==> config.mk <==
export PLATFORM = sky130hd
export DESIGN_NAME = integrator_comb_decimator
export DESIGN_NICKNAME = d
export VERILOG_FILES = /design/src/rtl/integrator_comb_decimator.sv
export SDC_FILE = /design/constraint.sdc
export NUM_CORES = 1
export LEC_CHECK = 0
export BUFFER_PORTS_ARGS = -buffer_cell sky130_fd_sc_hd__clkbuf_2
export CAP_MARGIN = 20
export CELL_PAD_IN_SITES_DETAIL_PLACEMENT = 0
export CELL_PAD_IN_SITES_GLOBAL_PLACEMENT = 1
export CORE_MARGIN = 3
export CORE_UTILIZATION = 39
export CTS_CLUSTER_DIAMETER = 40
export DETAILED_ROUTE_END_ITERATION = 6
export MAX_ROUTING_LAYER = met4
export PLACE_DENSITY = 0.79
export SLEW_MARGIN = 20
export SYNTH_ARGS = -nofsm -noshare
export SYNTH_HDL_FRONTEND = slang
export SYNTH_SLANG_ARGS = --single-unit
==> constraint.sdc <==
create_clock -name system1000 -period 2.07 [get_ports system1000]
set_input_delay 0.414 -clock system1000 [delete_from_list [all_inputs] [get_ports system1000]]
set_output_delay 0.414 -clock system1000 [all_outputs]
set_load 0.01 [all_outputs]
==> src/rtl/integrator_comb_decimator.sv <==
// Single-stage CIC back end: decimates the integrator sum by DECIM_R, applies an
// COMB_M-delay comb and buffers results in a 2-entry valid/ready output stage.
// Define COMB_OVERRUN_FLAG_EN to add the sticky 'overrun' drop flag port.
module integrator_comb_decimator #(
  parameter int DECIM_R = 4,
  parameter int COMB_M  = 1,
  parameter int DATA_W  = 10
) (
  input  logic              system1000,
  input  logic              system1000_rstn,
  input  logic [DATA_W-1:0] in_data,
  input  logic              in_valid,
  output logic [DATA_W-1:0] out_data,
  output logic              out_valid,
  input  logic              out_ready
`ifdef COMB_OVERRUN_FLAG_EN
  ,
  output logic              overrun
`endif
);

  localparam int               CNT_W    = $clog2(DECIM_R);
  localparam logic [CNT_W-1:0] CNT_LAST = CNT_W'(DECIM_R - 1);

  logic [CNT_W-1:0]  cnt;
  logic [DATA_W-1:0] dly [COMB_M];
  logic              dec_fire;
  logic              pop;
  logic [DATA_W-1:0] diff;

  logic              head_v, tail_v;
  logic [DATA_W-1:0] head_q, tail_q;
  logic              head_v_d, tail_v_d;
  logic [DATA_W-1:0] head_d, tail_d;

  assign dec_fire = in_valid && (cnt == CNT_LAST);
  assign pop      = head_v && out_ready;
  // Modular subtraction undoes the integrator's own wrap-around.
  assign diff     = in_data - dly[COMB_M-1];

  assign out_valid = head_v;
  assign out_data  = head_q;

  // NOTE: state uses non-blocking assignments so every register samples
  // pre-edge values regardless of statement order.
  always_ff @(posedge system1000 or negedge system1000_rstn) begin
    if (!system1000_rstn) begin
      cnt <= '0;
    end else if (in_valid) begin
      cnt <= (cnt == CNT_LAST) ? '0 : cnt + 1'b1;
    end
  end

  // NOTE: the delay line is reset like any other register: the first comb
  // output after reset must see zero history, not whatever was left behind.
  always_ff @(posedge system1000 or negedge system1000_rstn) begin
    if (!system1000_rstn) begin
      for (int i = 0; i < COMB_M; i++) dly[i] <= '0;
    end else if (dec_fire) begin
      dly[0] <= in_data;
      for (int i = 1; i < COMB_M; i++) dly[i] <= dly[i-1];
    end
  end

  // Head register drives the outputs and keeps the last popped value when
  // the buffer drains; the tail only ever feeds the head.
  // NOTE: every variable gets a default first so no path infers a latch.
  always_comb begin
    head_v_d = head_v;
    tail_v_d = tail_v;
    head_d   = head_q;
    tail_d   = tail_q;
    if (!head_v) begin
      if (dec_fire) begin
        head_d   = diff;
        head_v_d = 1'b1;
      end
    end else if (!tail_v) begin
      if (pop && dec_fire) begin
        head_d = diff;
      end else if (pop) begin
        head_v_d = 1'b0;
      end else if (dec_fire) begin
        tail_d   = diff;
        tail_v_d = 1'b1;
      end
    end else if (pop) begin
      head_d   = tail_q;
      tail_v_d = dec_fire;
      if (dec_fire) tail_d = diff;
    end
  end

  always_ff @(posedge system1000 or negedge system1000_rstn) begin
    if (!system1000_rstn) begin
      head_v <= 1'b0;
      tail_v <= 1'b0;
      head_q <= '0;
      tail_q <= '0;
    end else begin
      head_v <= head_v_d;
      tail_v <= tail_v_d;
      head_q <= head_d;
      tail_q <= tail_d;
    end
  end

`ifdef COMB_OVERRUN_FLAG_EN
  logic drop;

  // Full with no pop: the new diff is lost, though comb history still advances.
  assign drop = head_v && tail_v && !pop && dec_fire;

  always_ff @(posedge system1000 or negedge system1000_rstn) begin
    if (!system1000_rstn) begin
      overrun <= 1'b0;
    end else if (drop) begin
      overrun <= 1'b1;
    end
  end
`endif

endmodule

==> impl_metrics.tcl <==
set metrics [dict create \
    overflow 0 \
    synth_area_um2 1900 \
    cts.hold.buffers_added 0 \
    reg2reg_from "dly[0]" \
    worst_slew_pin_slew_ns 0.504 \
    finalNetCount 270 \
    timing.rr.end "out_data[8]" \
    finalSetupViolCount 0 \
    final.setup_skew_ns 0.00495 \
    vdd_drop_max_uv 631 \
    synthFlopType "dfrtp_1" \
    core_area_um2 4530 \
    status "finished clean" \
    crit_type "reg -> reg" \
    drive_gt1_share_pct 28.0 \
    wl_um 4080 \
    synth_edf_count 0 \
    synthArstFlopShare_pct 100 \
    required_ns 2.27 \
    crit_fanout 2 \
    start_kind "flip-flop" \
    grtUsageMet2_pct 23.7 \
    die_area_um2 5750 \
    cts_setup_buffers 0 \
    post-dp-hpwl_um 2980 \
    final_util_pct 51.7 \
    n_antenna_cell 0 \
    clock_latency_ns 0.29 \
    initial_utilization_pct 41.9 \
    rows 24 \
    htreeDepth 2 \
    routedWlPerCell_um 13.1 \
    min_period_ns 2.04 \
    netlist_instances 204 \
    drt-vias-per-instance 4.93 \
    grt_use_total_pct 16.3 \
    antenna_found_initial 0 \
    hold_violations 0 \
    rsz0062_at_grt "yes" \
    grt.met3_usage_pct 3.30 \
    yosysWarnings 0 \
    grt.met1_usage_pct 22.6 \
    slew_headroom_pct 66.2 \
    post-route-period-util_pct 98.4 \
    leakagePower_uw 0.00110 \
    reg2regPathDepth 8 \
    numCtsBuffers 5 \
    portBuffers 24 \
    path_clk_slew_ns 0.07 \
    syn-num-nets 229 \
    grt_start_max_net_pins 35 \
    dieHeight_um 75.8 \
    drt_iter0_markers 132 \
    placed_cell_area_um2 2200 \
    die_w_um 75.8 \
    clk_path_buf_depth 2 \
    cts_tree "yes" \
    min_path_type "in -> async" \
    synth-seq-area-share_pct 44.7 \
    syn_to_final_growth_pct 23.2 \
    ant_nets 0 \
    cts_root_buffer "clkbuf_8" \
    grt_pass1_wl_um 6890 \
    ys_seq_elements 34 \
    syn_avg_cell_area_um2 9.32 \
    end_kind "flip-flop" \
    cap_violations 0 \
    reg2reg_slack_ns 0.03 \
    synth_cell_types 43 \
    io_pins 25 \
    grt_pass1_vias 1443 \
    final_area_um2 2340 \
    busiest_layer "met2" \
    fmax_mhz 491 \
    drc 0 \
    num_vias 1533 \
    globalplace.congestion 0.818 \
    crit_arrival_ns 2.23 \
    cts.sinks 34 \
    drv_slew 0 \
    dr.pass1.iters 4 \
    p_per_area_nw_per_um2 1620 \
]
[cell usage after synthesis (2+ instances only)]
cell	n	area share, %
nand3_1	7	1.8
o21ai_0	18	4.7
a21oi_1	19	5.0
or3_1	2	0.66
buf_2	3	0.79
o21ai_1	4	1.1
nor2_1	10	2.0
nor3_1	3	0.79
and2_1	2	0.66
xor2_1	3	1.4
or3b_1	2	0.92
a211oi_2	2	1.3
o21a_1	2	0.79
or4_1	2	0.79
nand2_1	31	6.1
dfrtp_1	34	45
and3_1	2	0.66
ha_1	10	6.6
a21o_1	3	1.2
nand2b_1	2	0.66
mux2_2	6	3.6
inv_1	12	2.4
clkbuf_1	3	0.59
xnor2_1	3	1.4
[critical path, stage by stage (launching register included)]
cell	delay [ns]
dfrtp_1	0.39
ha_4	0.16
inv_2	0.04
fa_2	0.36
a211oi_4	0.25
nor4_2	0.09
a2111oi_2	0.27
xor2_1	0.13
a311oi_1	0.26
[worst max-delay path by stage]
stage | from | to | slack, ns
final | dly[0] | out_data[8] | 0.03
after global routing | dly[0] | out_data[8] | -0.12
after CTS | dly[0] | out_data[8] | 0.009
after detailed placement | in_data[0] | out_data[8] | -0.21
after global placement | in_data[0] | out_data[8] | -0.18
after floorplan | in_data[0] | out_data[8] | 0.03
[logic make-up after synthesis]
family | Yosys count | share of synthesized area, %
XOR/XNOR | 6 | 2.76
AND/OR/NAND/NOR | 68 | 16.8
multiplexers | 6 | 3.55
flip-flops | 34 | 44.7
buffers and inverters | 19 | 4.01
adder cells (fa/ha/maj) | 11 | 7.63
AO/OA/AOI/OAI | 60 | 20.5
[stage by stage]
step | setup WS (ns) | instances | hold slack [ns] | power, µW | TNS (ns)
6_report | 0.0332 | 311 | 0.157 | 3790 | 0
5_1_grt | -0.116 | 311 | 0.183 | 4160 | -0.117
3_5_place_dp | -0.207 | 303 | 0.470 | 3150 | -0.678
4_1_cts | 0.00857 | 311 | 0.161 | 3770 | 0
3_3_place_gp | -0.177 | 303 | 0.461 | 3110 | -0.477
2_1_floorplan | 0.0272 | 204 | 0.118 | 2520 | 0
[power by group]
group          switching (µW)  internal, µW
logic                    1110           917
registers                 165           989
clock network             254           354
[sequential cells by signal (all words and copies together) (netlist names)]
register,count
cnt,2
dly,10
out_valid,1
tail_q,10
tail_v,1
out_data,10
[metal layers]
layer / wire length, µm / share of wire (%)
met5: 0 / 0
met4: 65 / 1.6
met3: 152 / 3.7
met2: 1710 / 42
met1: 2150 / 53
[cell usage in the layout, fill, tap and decap left out, types with 2 or more instances in the layout]
cell type and instances:
dfrtp_1 34, and3_1 2, nor3_1 3, clkinv_2 2
ha_1 8, or3b_1 2, a21o_1 3, a21oi_1 19
nand2b_1 2, or4_1 2, nand2_1 31, inv_1 10
clkbuf_2 24, o21ai_0 18, o21a_1 2, o21ai_1 4
nand3_1 7, clkbuf_8 5, xor2_1 3, mux2_2 6
or3_1 2, inv_2 2, nor2_1 10, xnor2_1 3
and2_1 2, buf_4 17
[layout make-up]
class,instances,area [µm²]
timing repair buffer,41,248
multi-input combinational,151,1010
clock inverter,3,40.0
sequential,34,851
tap,65,81.3
clock buffer,5,68.8
fill,422,2190
inverter,12,45.0
[what timing repair did]
action	CTS	global route
setup endpoints to repair	1	5
pin swaps	0	4
resized for setup	1	7
(Power assumes the default switching activity.)
